$ cat config.mk
export PLATFORM = sky130hd
export DESIGN_NAME = router_pkt_tx
export DESIGN_NICKNAME = d
export VERILOG_FILES = /design/src/rtl/router_tx_pkg.sv /design/src/rtl/router_tx_fifo.sv /design/src/rtl/router_pkt_tx.sv
export SDC_FILE = /design/constraint.sdc
export NUM_CORES = 2
export LEC_CHECK = 0
export ABC_AREA = 0
export CORE_ASPECT_RATIO = 1.75
export CORE_MARGIN = 2
export CORE_UTILIZATION = 40
export DETAILED_ROUTE_END_ITERATION = 16
export SYNTH_ARGS = -nofsm -noshare
export SYNTH_HDL_FRONTEND = slang
export SYNTH_SLANG_ARGS = --single-unit
$ cat constraint.sdc
create_clock -name clk -period 3.95 [get_ports clk]
set_input_delay 1.185 -clock clk [delete_from_list [all_inputs] [get_ports clk]]
set_output_delay 1.185 -clock clk [all_outputs]
set_load 0.05 [all_outputs]
$ cat src/rtl/router_tx_pkg.sv
`default_nettype none
`timescale 1ns/1ps
// ============================================================================
//  Module      : router_tx_pkg
//  Description : Shared types and constants for the router packet transmitter:
//                FSM state encoding, reject codes and header byte ordering.
//  Revision    : 1.0 - initial release
// ============================================================================
package router_tx_pkg;

    // Transmitter FSM states, explicit 3-bit encoding
    typedef enum logic [2:0] {
        ST_IDLE = 3'd0,
        ST_WAIT = 3'd1,
        ST_HDR  = 3'd2,
        ST_PAY  = 3'd3,
        ST_GAP  = 3'd4
    } tx_state_e;

    // Reject codes, identical to the values the router itself reports
    localparam logic [3:0] ERR_NONE = 4'd0;
    localparam logic [3:0] ERR_MIN  = 4'd3;
    localparam logic [3:0] ERR_MAX  = 4'd4;
    localparam logic [3:0] ERR_LEN  = 4'd5;

    // Number of framing bytes in front of the payload
    localparam int HDR_BYTES = 4;

    // Position of each field inside the header
    typedef enum logic [1:0] {
        HB_SA  = 2'd0,
        HB_DA  = 2'd1,
        HB_LEN = 2'd2,
        HB_CRC = 2'd3
    } hdr_byte_e;

    // Select the header byte that goes out at a given header position
    function automatic logic [7:0] hdr_byte(
        input logic [1:0] idx,
        input logic [7:0] sa,
        input logic [7:0] da,
        input logic [7:0] len,
        input logic [7:0] crc
    );
        logic [7:0] b;
        case (hdr_byte_e'(idx))
            HB_SA:   b = sa;
            HB_DA:   b = da;
            HB_LEN:  b = len;
            default: b = crc;
        endcase
        return b;
    endfunction

endpackage
`default_nettype wire

$ cat src/rtl/router_tx_fifo.sv
`default_nettype none
`timescale 1ns/1ps
// ============================================================================
//  Module      : router_tx_fifo
//  Description : Synchronous 8-bit payload FIFO with flush and occupancy count.
//                Read data is the current head (show-ahead), so a pop and the
//                use of the popped byte happen in the same cycle.
//  Revision    : 1.0 - initial release
// ============================================================================
module router_tx_fifo
    import router_tx_pkg::*;
#(
    parameter int DEPTH = 256,
    parameter int CNT_W = $clog2(DEPTH) + 1
)(
    input  logic             clk,
    input  logic             rst_n,
    input  logic             i_push,
    input  logic [7:0]       i_data,
    input  logic             i_pop,
    input  logic             i_flush,
    output logic [7:0]       o_data,
    output logic             o_full,
    output logic             o_empty,
    output logic [CNT_W-1:0] o_count
);

    localparam int c_addr_w = $clog2(DEPTH);

    logic [7:0]          r_mem [DEPTH];
    logic [c_addr_w-1:0] r_wr_ptr;
    logic [c_addr_w-1:0] r_rd_ptr;
    logic [CNT_W-1:0]    r_count;
    logic                w_push_ok;
    logic                w_pop_ok;

    assign o_full    = (r_count == CNT_W'(DEPTH));
    assign o_empty   = (r_count == '0);
    assign o_count   = r_count;
    assign o_data    = r_mem[r_rd_ptr];
    assign w_push_ok = i_push && !o_full;
    assign w_pop_ok  = i_pop && !o_empty;

    // Storage array; a write during a flush is harmless since the pointers reset
    always_ff @(posedge clk) begin
        if (w_push_ok) begin
            r_mem[r_wr_ptr] <= i_data;
        end
    end

    // Pointer and occupancy bookkeeping; flush has priority over push/pop
    always_ff @(posedge clk or negedge rst_n) begin
        if (!rst_n) begin
            r_wr_ptr <= '0;
            r_rd_ptr <= '0;
            r_count  <= '0;
        end else if (i_flush) begin
            r_wr_ptr <= '0;
            r_rd_ptr <= '0;
            r_count  <= '0;
        end else begin
            if (w_push_ok) begin
                r_wr_ptr <= r_wr_ptr + c_addr_w'(1);
            end
            if (w_pop_ok) begin
                r_rd_ptr <= r_rd_ptr + c_addr_w'(1);
            end
            case ({w_push_ok, w_pop_ok})
                2'b10:   r_count <= r_count + CNT_W'(1);
                2'b01:   r_count <= r_count - CNT_W'(1);
                default: r_count <= r_count;
            endcase
        end
    end

endmodule
`default_nettype wire

$ cat src/rtl/router_pkt_tx.sv
`default_nettype none
`timescale 1ns/1ps
// ============================================================================
//  Module      : router_pkt_tx
//  Description : Frames payload bytes from an internal FIFO into a router
//                packet (SA, DA, LEN, CRC, payload) and streams it one byte per
//                cycle once the router is not busy. Illegal requests are
//                rejected locally with the router's own error codes.
//  Revision    : 1.0 - initial release
// ============================================================================
module router_pkt_tx
    import router_tx_pkg::*;
#(
    parameter int FIFO_DEPTH = 256,
    parameter int MIN_PKT    = 12,
    parameter int MAX_PKT    = 255,
    parameter int GAP        = 2
)(
    input  logic       clk,
    input  logic       reset,
    input  logic [7:0] wr_data,
    input  logic       wr_valid,
    output logic       wr_ready,
    input  logic       start,
    input  logic [7:0] sa,
    input  logic [7:0] da,
    input  logic [7:0] pay_len,
    input  logic       busy,
    output logic [7:0] dut_inp,
    output logic       inp_valid,
    output logic       tx_active,
    output logic       done,
    output logic [3:0] error
);

    localparam int c_cnt_w = $clog2(FIFO_DEPTH) + 1;

    // Registered state
    tx_state_e  r_state;
    logic [7:0] r_sa;
    logic [7:0] r_da;
    logic [7:0] r_len;
    logic [7:0] r_crc_hdr;
    logic [7:0] r_crc;
    logic [7:0] r_pay_len;
    logic [1:0] r_idx;
    logic [7:0] r_pay_cnt;
    logic [7:0] r_gap_cnt;
    logic [7:0] r_dout;
    logic       r_valid;
    logic       r_done;
    logic [3:0] r_error;

    // Next-state values
    tx_state_e  w_state_nxt;
    logic [7:0] w_sa_nxt;
    logic [7:0] w_da_nxt;
    logic [7:0] w_len_nxt;
    logic [7:0] w_crc_hdr_nxt;
    logic [7:0] w_crc_nxt;
    logic [7:0] w_pay_len_nxt;
    logic [1:0] w_idx_nxt;
    logic [7:0] w_pay_cnt_nxt;
    logic [7:0] w_gap_cnt_nxt;
    logic [7:0] w_dout_nxt;
    logic       w_valid_nxt;
    logic       w_done_nxt;
    logic [3:0] w_error_nxt;

    // FIFO interface
    logic               w_push;
    logic               w_pop;
    logic               w_flush;
    logic [7:0]         w_fifo_data;
    logic               w_fifo_full;
    logic               w_fifo_empty;
    logic [c_cnt_w-1:0] w_fifo_count;
    logic [c_cnt_w-1:0] w_count_eff;
    logic [8:0]         w_len9;
    logic [1:0]         w_idx_inc;

    assign wr_ready  = (r_state == ST_IDLE) && !w_fifo_full;
    assign w_push    = wr_valid && wr_ready;
    assign tx_active = (r_state != ST_IDLE);
    assign dut_inp   = r_dout;
    assign inp_valid = r_valid;
    assign done      = r_done;
    assign error     = r_error;

    // A same-cycle write counts toward the start check
    assign w_count_eff = w_fifo_count + c_cnt_w'(w_push);
    // 9-bit total length so pay_len+4 cannot wrap
    assign w_len9      = {1'b0, pay_len} + 9'd4;
    assign w_idx_inc   = r_idx + 2'd1;

    router_tx_fifo #(
        .DEPTH (FIFO_DEPTH),
        .CNT_W (c_cnt_w)
    ) u_fifo (
        .clk     (clk),
        .rst_n   (reset),
        .i_push  (w_push),
        .i_data  (wr_data),
        .i_pop   (w_pop),
        .i_flush (w_flush),
        .o_data  (w_fifo_data),
        .o_full  (w_fifo_full),
        .o_empty (w_fifo_empty),
        .o_count (w_fifo_count)
    );

    // State and output registers; outputs are registered from next-state values
    always_ff @(posedge clk or negedge reset) begin
        if (!reset) begin
            r_state   <= ST_IDLE;
            r_sa      <= '0;
            r_da      <= '0;
            r_len     <= '0;
            r_crc_hdr <= '0;
            r_crc     <= '0;
            r_pay_len <= '0;
            r_idx     <= '0;
            r_pay_cnt <= '0;
            r_gap_cnt <= '0;
            r_dout    <= '0;
            r_valid   <= 1'b0;
            r_done    <= 1'b0;
            r_error   <= ERR_NONE;
        end else begin
            r_state   <= w_state_nxt;
            r_sa      <= w_sa_nxt;
            r_da      <= w_da_nxt;
            r_len     <= w_len_nxt;
            r_crc_hdr <= w_crc_hdr_nxt;
            r_crc     <= w_crc_nxt;
            r_pay_len <= w_pay_len_nxt;
            r_idx     <= w_idx_nxt;
            r_pay_cnt <= w_pay_cnt_nxt;
            r_gap_cnt <= w_gap_cnt_nxt;
            r_dout    <= w_dout_nxt;
            r_valid   <= w_valid_nxt;
            r_done    <= w_done_nxt;
            r_error   <= w_error_nxt;
        end
    end

    // Next-state, start checks and next output byte
    always_comb begin
        w_state_nxt   = r_state;
        w_sa_nxt      = r_sa;
        w_da_nxt      = r_da;
        w_len_nxt     = r_len;
        w_crc_hdr_nxt = r_crc_hdr;
        w_crc_nxt     = r_crc ^ (w_push ? wr_data : 8'h00);
        w_pay_len_nxt = r_pay_len;
        w_idx_nxt     = r_idx;
        w_pay_cnt_nxt = r_pay_cnt;
        w_gap_cnt_nxt = r_gap_cnt;
        w_dout_nxt    = 8'h00;
        w_valid_nxt   = 1'b0;
        w_done_nxt    = 1'b0;
        w_error_nxt   = r_error;
        w_pop         = 1'b0;
        w_flush       = 1'b0;

        case (r_state)
            ST_IDLE: begin
                if (start) begin
                    if (w_len9 < 9'(MIN_PKT)) begin
                        w_error_nxt = ERR_MIN;
                        w_flush     = 1'b1;
                        w_crc_nxt   = 8'h00;
                    end else if (w_len9 > 9'(MAX_PKT)) begin
                        w_error_nxt = ERR_MAX;
                        w_flush     = 1'b1;
                        w_crc_nxt   = 8'h00;
                    end else if (w_count_eff != c_cnt_w'(pay_len)) begin
                        w_error_nxt = ERR_LEN;
                        w_flush     = 1'b1;
                        w_crc_nxt   = 8'h00;
                    end else begin
                        w_sa_nxt      = sa;
                        w_da_nxt      = da;
                        w_len_nxt     = w_len9[7:0];
                        w_crc_hdr_nxt = w_crc_nxt;
                        w_pay_len_nxt = pay_len;
                        w_error_nxt   = ERR_NONE;
                        w_state_nxt   = ST_WAIT;
                    end
                end
            end

            ST_WAIT: begin
                if (!busy) begin
                    w_state_nxt = ST_HDR;
                    w_idx_nxt   = 2'd0;
                    w_dout_nxt  = hdr_byte(2'd0, r_sa, r_da, r_len, r_crc_hdr);
                    w_valid_nxt = 1'b1;
                end
            end

            ST_HDR: begin
                w_valid_nxt = 1'b1;
                if (r_idx == 2'(HDR_BYTES - 1)) begin
                    w_pop         = !w_fifo_empty;
                    w_dout_nxt    = w_fifo_data;
                    w_pay_cnt_nxt = 8'd1;
                    w_state_nxt   = ST_PAY;
                end else begin
                    w_idx_nxt  = w_idx_inc;
                    w_dout_nxt = hdr_byte(w_idx_inc, r_sa, r_da, r_len, r_crc_hdr);
                end
            end

            ST_PAY: begin
                if (r_pay_cnt == r_pay_len) begin
                    w_done_nxt    = 1'b1;
                    w_gap_cnt_nxt = 8'd1;
                    w_state_nxt   = ST_GAP;
                end else begin
                    w_pop         = !w_fifo_empty;
                    w_dout_nxt    = w_fifo_data;
                    w_valid_nxt   = 1'b1;
                    w_pay_cnt_nxt = r_pay_cnt + 8'd1;
                end
            end

            ST_GAP: begin
                if (r_gap_cnt == 8'(GAP)) begin
                    w_state_nxt = ST_IDLE;
                    w_crc_nxt   = 8'h00;
                end else begin
                    w_gap_cnt_nxt = r_gap_cnt + 8'd1;
                end
            end

            default: begin
                w_state_nxt = ST_IDLE;
            end
        endcase
    end

endmodule
`default_nettype wire

# After elaboration in Yosys (flattened, before gate mapping)
# Memory sizes are Yosys's and may differ from the RTL's.
# Index checks and enable logic that the tools add are counted.
[op_classes]
n_addsub = 9
eq_ne = 24
magnitude_cmp = 2
bitwise = 4
n_reduce_logical = 22
muxes = 54
[ops]
columns = ["cell", "count"]
rows = [
  ["$mux W8", 17],
  ["$pmux W8 S2", 3],
  ["$pmux W8 S3", 2],
  ["$mux W3", 11],
  ["$add A8 B1 Y8 const B", 4],
  ["$ne A2 B2 Y1 const B", 11],
  ["$pmux W9 S2", 1],
  ["$pmux W3 S5", 1],
  ["$mux W1", 13],
  ["$reduce_bool A2 Y1", 5],
  ["$add A8 B3 Y9 const B", 1],
  ["$add A9 B1 Y9", 1],
  ["$add A9 B1 Y9 const B", 1],
  ["$eq A9 B9 Y1 const B", 1],
  ["$gt A9 B8 Y1 const B", 1],
  ["$logic_not A9 Y1", 1],
  ["$lt A9 B4 Y1 const B", 1],
  ["$mux W9", 1],
  ["$ne A9 B8 Y1", 1],
  ["$reduce_and A3 Y1", 3],
  ["$sub A9 B1 Y9 const B", 1],
  ["$eq A8 B2 Y1 const B", 1],
  ["$eq A8 B8 Y1", 1],
  ["$reduce_and A8 Y1", 1],
  ["19 further kinds", 31],
]
[word_totals]
input_bits = 37
mem_count = 1
ff_bits = 108
ramBits = 2048
elab_cells = 133
[memory_table]
columns = ["memory", "depth", "word_bits", "rd", "rd_clocked_by_memory_dff", "write_ports", "line_no", "rtl"]
rows = [
  ["u_fifo.r_mem", 256, 8, 1, 0, 1, "router_tx_fifo.sv:30", "logic [7:0] r_mem [DEPTH];"],
]

# Longest topological paths before layout
[logic_depth]
ltp_word = 12
depth_mapped = 17
depth_no_buf = 13

# Modules after synthesis
# A second synthesis with hierarchy kept.
[unflattened]
cells_unflattened = 4257
area_unflattened_um2 = 85037.8
[modules_own_cells]
columns = ["module", "instances", "area_each_um2", "cells_per_inst", "seq_area_each_um2"]
rows = [
  ["router_tx_fifo", 1, 80626.1, 3851, 62124.6],
  ["router_pkt_tx", 1, 4411.7, 406, 2001.9],
]

# Least setup slack after synthesis
# OpenSTA, ideal clock, no wires.
[synth_path]
path_kind = "flip-flop to flip-flop"
startpoint = "register r_state[2]"
endpoint = "register r_da[5]"
stages_incl_launch_ff = 18
n_path_buf = 4
required_time_ps = 3823
t_arrival_ps = 5204
path_slack_ps = -1381
period_less_slack_ps = 5331
path_cell_list = "dfrtp_1 > clkbuf_1 > or3_1 > a31oi_1 > nand2_1 > inv_1 > buf_1 > ha_1 > ha_1 > and3_1 > and4_1 > nor2b_1 > o311ai_1 > a2111o_1 > nor4_2 > buf_4 > buf_6 > mux2_1"
[synth_between]
elab_chain_len = 7
[synth_lines]
columns = ["element", "line_no", "rtl"]
rows = [
  ["start: declaration", "router_pkt_tx.sv:39", "tx_state_e r_state;"],
  ["start signal: assignment", "router_pkt_tx.sv:130", "r_state <= w_state_nxt;"],
  ["$logic_not A3 Y1", "router_pkt_tx.sv:82", "assign wr_ready = (r_state == ST_IDLE) && !w_fifo_full;"],
  ["$logic_and A1 B1 Y1", "router_pkt_tx.sv:82", ""],
  ["via wr_ready", "router_pkt_tx.sv:23", "output logic wr_ready,"],
  ["$logic_and A1 B1 Y1", "router_pkt_tx.sv:83", "assign w_push = wr_valid && wr_ready;"],
  ["$add A9 B1 Y9", "router_pkt_tx.sv:91", "assign w_count_eff = w_fifo_count + c_cnt_w'(w_push);"],
  ["$ne A9 B8 Y1", "router_pkt_tx.sv:177", "end else if (w_count_eff != c_cnt_w'(pay_len)) begin"],
  ["$not A1 Y1 (no source line)", "n/a", ""],
  ["$reduce_and A5 Y1 (no source line)", "n/a", ""],
  ["end signal: assignment", "router_pkt_tx.sv:132", "r_da <= w_da_nxt;"],
  ["end: declaration", "router_pkt_tx.sv:41", "logic [7:0] r_da;"],
]
# The timed path passes the listed nets, and every way through them passes these cells.
# A chain may end at the register's enable or synchronous reset.

# Worst setup path in the final report
[layout_path]
startpoint = "register u_fifo.r_rd_ptr[2]"
endpoint = "register r_dout[3] (netlist: dut_inp[3])"
[layout_between]
elab_chain_len = 3
word_cells_on_any_way = 4
cone_classes = "mux (3); memory (1)"
[layout_lines]
columns = ["element", "line_no", "rtl"]
rows = [
  ["start: declaration", "router_tx_fifo.sv:32", "logic [c_addr_w-1:0] r_rd_ptr;"],
  ["start signal: assignment", "router_tx_fifo.sv:66", "r_rd_ptr <= r_rd_ptr + c_addr_w'(1);"],
  ["$mem_v2 Z256 W8 *", "n/a", ""],
  ["$mux W8 (on tied branches)", "router_pkt_tx.sv:216, router_pkt_tx.sv:204", ""],
  ["$pmux W8 S3 *", "router_pkt_tx.sv:166", "case (r_state)"],
  ["via w_dout_nxt[3]", "router_pkt_tx.sv:65", "logic [7:0] w_dout_nxt;"],
  ["end signal: assignment", "router_pkt_tx.sv:140", "r_dout <= w_dout_nxt;"],
  ["end: declaration", "router_pkt_tx.sv:49", "logic [7:0] r_dout;"],
]
# The timed path passes the listed nets; every way through them passes the cells marked *.

==> flow_summary.yaml <==
place:
  place_congestion: 0.884
  portBuffers: 51
  dp_hpwl_microns: 158000
  post_dp_cell_area_sq_um: 92600
drt:
  wl_microns: 238000
  wl_per_cell_microns: 30.8
  drt_iter0_drc: 4626
  drc: 0
  drtPass1Iterations: 6
  vias: 43943
  ant_nets: 0
  viasPerCell: 5.70
die:
  core_area_sq_um: 211000
  start_util_pct: 40.3
  top_level_ports: 53
  die_w_microns: 352
  fp-row-count: 223
  dieArea_sq_um: 216000
  die_h_microns: 614
sta:
  slew_headroom_pct: 17.9
  fin_crit_ns: 3.97
  setup_ws_ns: -0.0240
  finClkSkew_ns: 0.0381
  setup_viol: 1
  finalCritPeriodShare_pct: 101
  worst_slew_pin_slew_ns: 1.23
  clock.fmax_mhz: 252
  final_hold_viol_count: 0
  slew_violations: 0
  rsz0062_at_grt: "false"
synth:
  avgSynthCellArea_sq_um: 20.3
  ys_seq_elements: 2153
  synth.distinct_cells: 78
  yosys_warnings: 0
  ys_seq_area_share_pct: 75.5
  async_flop_share_pct: 4.88
  synth_edf_count: 2048
  syn-num-nets: 4252
  netlist_instances: 4189
  ys.flop_type: "edfxtp_1"
  synth_area_sq_um: 84900
power:
  powerDensity_nw_per_um2: 498
  totalPowerFinal_mw: 49.1
  p_leak_nw: 31.4
  ir_worst_vdd_v: 0.000345
grt:
  grt_pass1_vias: 45402
  grt.total_usage_pct: 21.8
  antenna_found_initial: 8
  grt_max_degree: 93
  grt_pass1_wl_microns: 338000
  gr-total-overflow: 0
worst_setup_path:
  r2r_slack_ns: -0.02
  reg2reg_to: "dut_inp[3]$_DFF_PN0_"
  arrival_ns: 4.68
  worstSetupEndpointType: "flip-flop"
  worst_r2r_path_depth: 7
  rr_startpoint: "u_fifo.r_rd_ptr[2]$_DFFE_PN0P_"
  cp-start-kind: "flip-flop"
  criticalPathCategory: "reg2reg"
  crit_chain: "nor2_4 > a22oi_1 > a21oi_1 > a21oi_1 > o21ai_0 > nor3_1 > o31ai_1"
  slowest_stage: "nor2_4"
  max_stage_delay_ns: 0.99
  crit_top_cell: "a21oi_1"
  crit_required_ns: 4.66
  critical_path.max_fanout: 19
cts:
  cts.clk_slew.worst_paths_ns: 0.07
  cts_hold_buf: 0
  cts_sinks: 2153
  clockBufferDepth: 4
  insertion_delay_ns: 0.83
  cts_root_buf: "clkbuf_16"
  cts_inserted_buffers: 188
  cts_htree_levels: 4
  cts_tree: "done"
run:
  maxCapViolations: 0
finish:
  largest-register: "u_fifo.r_mem"
  area_growth_pct: 16.1
  largest_register_ffs: 2048
  multiInputGateArea_sq_um: 19500
  drive_gt1_share_pct: 28.8
  regArea_sq_um: 64100
  final_area_sq_um: 98600
  layout_commonest_cell: "edfxtp_1"
  num-fill-cells: 17663
  nets: 4814
  most-common-layout-cells: "2,048 x edfxtp_1, 523 x buf_4, 511 x mux4_2"
min_path:
  min_path_type: "in2async"
status:
  failed_checks: "setup timing"
  status: "finished with violations"
-- layout make-up --
type	count	area share, %
Timing Repair Buffer	621	5.50
Clock buffer	235	5.07
Tap cell	2812	3.57
Antenna cell	5	0.0127
Clock inverter	97	0.900
Inverter	18	0.0762
Sequential cell	2153	65.1
Multi-Input combinational cell	1769	19.8
-- where the power goes --
group          switching (mW)  internal [mW]  leakage, nW
logic                    3.14           2.42         8.70
registers               0.205           25.2         19.8
clock network            8.10           10.0         2.85
-- cell usage after synthesis, types with 9 or more instances --
cell type | number | area [sq um]
a2111oi_0 | 9 | 78.8
a211oi_1 | 27 | 203
a21oi_1 | 71 | 355
a221oi_1 | 16 | 140
a22o_1 | 16 | 140
a22oi_1 | 60 | 450
a31oi_1 | 12 | 75.1
and2_1 | 16 | 100
and3_1 | 11 | 68.8
buf_1 | 20 | 75.1
buf_2 | 43 | 215
buf_4 | 35 | 263
buf_6 | 21 | 236
clkbuf_1 | 122 | 458
dfrtp_1 | 105 | 2630
edfxtp_1 | 2048 | 61500
ha_1 | 25 | 313
inv_1 | 17 | 63.8
mux2_1 | 19 | 214
mux2_2 | 27 | 304
mux2i_1 | 115 | 1150
mux4_2 | 511 | 11500
nand2_1 | 144 | 541
nand3_1 | 44 | 220
nand4_1 | 13 | 81.3
nor2_1 | 347 | 1300
nor2b_1 | 13 | 81.3
nor3_1 | 19 | 95.1
nor4_1 | 11 | 68.8
o21ai_0 | 35 | 175
o221ai_1 | 21 | 184
o22ai_1 | 26 | 163
xnor2_1 | 39 | 342
xor2_1 | 18 | 158
-- through the flow --
stage	TNS (ns)	hold WS (ns)	worst slack (ns)	cells	util, %
after global routing	0	0.397	0.0000440	7706	46.7
after CTS	0	0.353	0.0256	7705	46.7
after global placement	-19.54	0.467	-0.413	7370	43.9
after detailed placement	-19.08	0.476	-0.423	7370	43.9
after floorplan	-3.11	0.458	-0.136	4189	-
final	-0.0240	0.372	-0.0240	7710	46.7
-- metal layers --
metal / track usage, % / up-vias / wire length (microns)
li1: - / 18309 / -
met1: 25.1 / 23475 / 83500
met2: 40.0 / 1703 / 127000
met3: 2.65 / 456 / 13000
met4: 11.2 / 0 / 13900
met5: 0 / - / 0
-- logic make-up after synthesis --
kind of cell	synth area share, %
compound gates	2.93
simple gates	3.37
flops	75.5
fa+ha+maj	0.392
mux	15.5
xor+xnor	0.588
other cells	0.00442
buf+inv	1.69
-- critical path: cells and delay by family, from the launching register on --
family	cells	cell delay, ns
AO/OA/AOI/OAI	5	1.94
AND/OR/NAND/NOR	2	1.22
flip-flops	1	0.67
-- what timing repair did --
item / CTS / global route
resized for setup: 0 / 3
hold endpoints to repair: 0 / 0
endpoints found under the setup margin: 1 / 2
buffers inserted: 3 / 0
-- how the worst max path moves through the flow --
| stage | end | slack, ns | depth (start not counted) | startpoint |
|---|---|---|---|---|
| 2_1_floorplan | r_da[5]$_DFFE_PN0P_ | -0.14 | 17 | r_state[2]$_DFFE_PN0P_ |
| 3_3_place_gp | r_crc_hdr[2]$_DFFE_PN0P_ | -0.41 | 13 | wr_valid |
| 3_5_place_dp | r_crc_hdr[2]$_DFFE_PN0P_ | -0.42 | 13 | wr_valid |
| 4_1_cts | dut_inp[3]$_DFF_PN0_ | 0.03 | 7 | u_fifo.r_rd_ptr[2]$_DFFE_PN0P_ |
| 5_1_grt | u_fifo.o_count[8]$_DFFE_PN0P_ | 0.00004 | 13 | u_fifo.o_count[1]$_DFFE_PN0P_ |
| 6_report | dut_inp[3]$_DFF_PN0_ | -0.02 | 7 | u_fifo.r_rd_ptr[2]$_DFFE_PN0P_ |
Power figures use the tool's default switching activity.
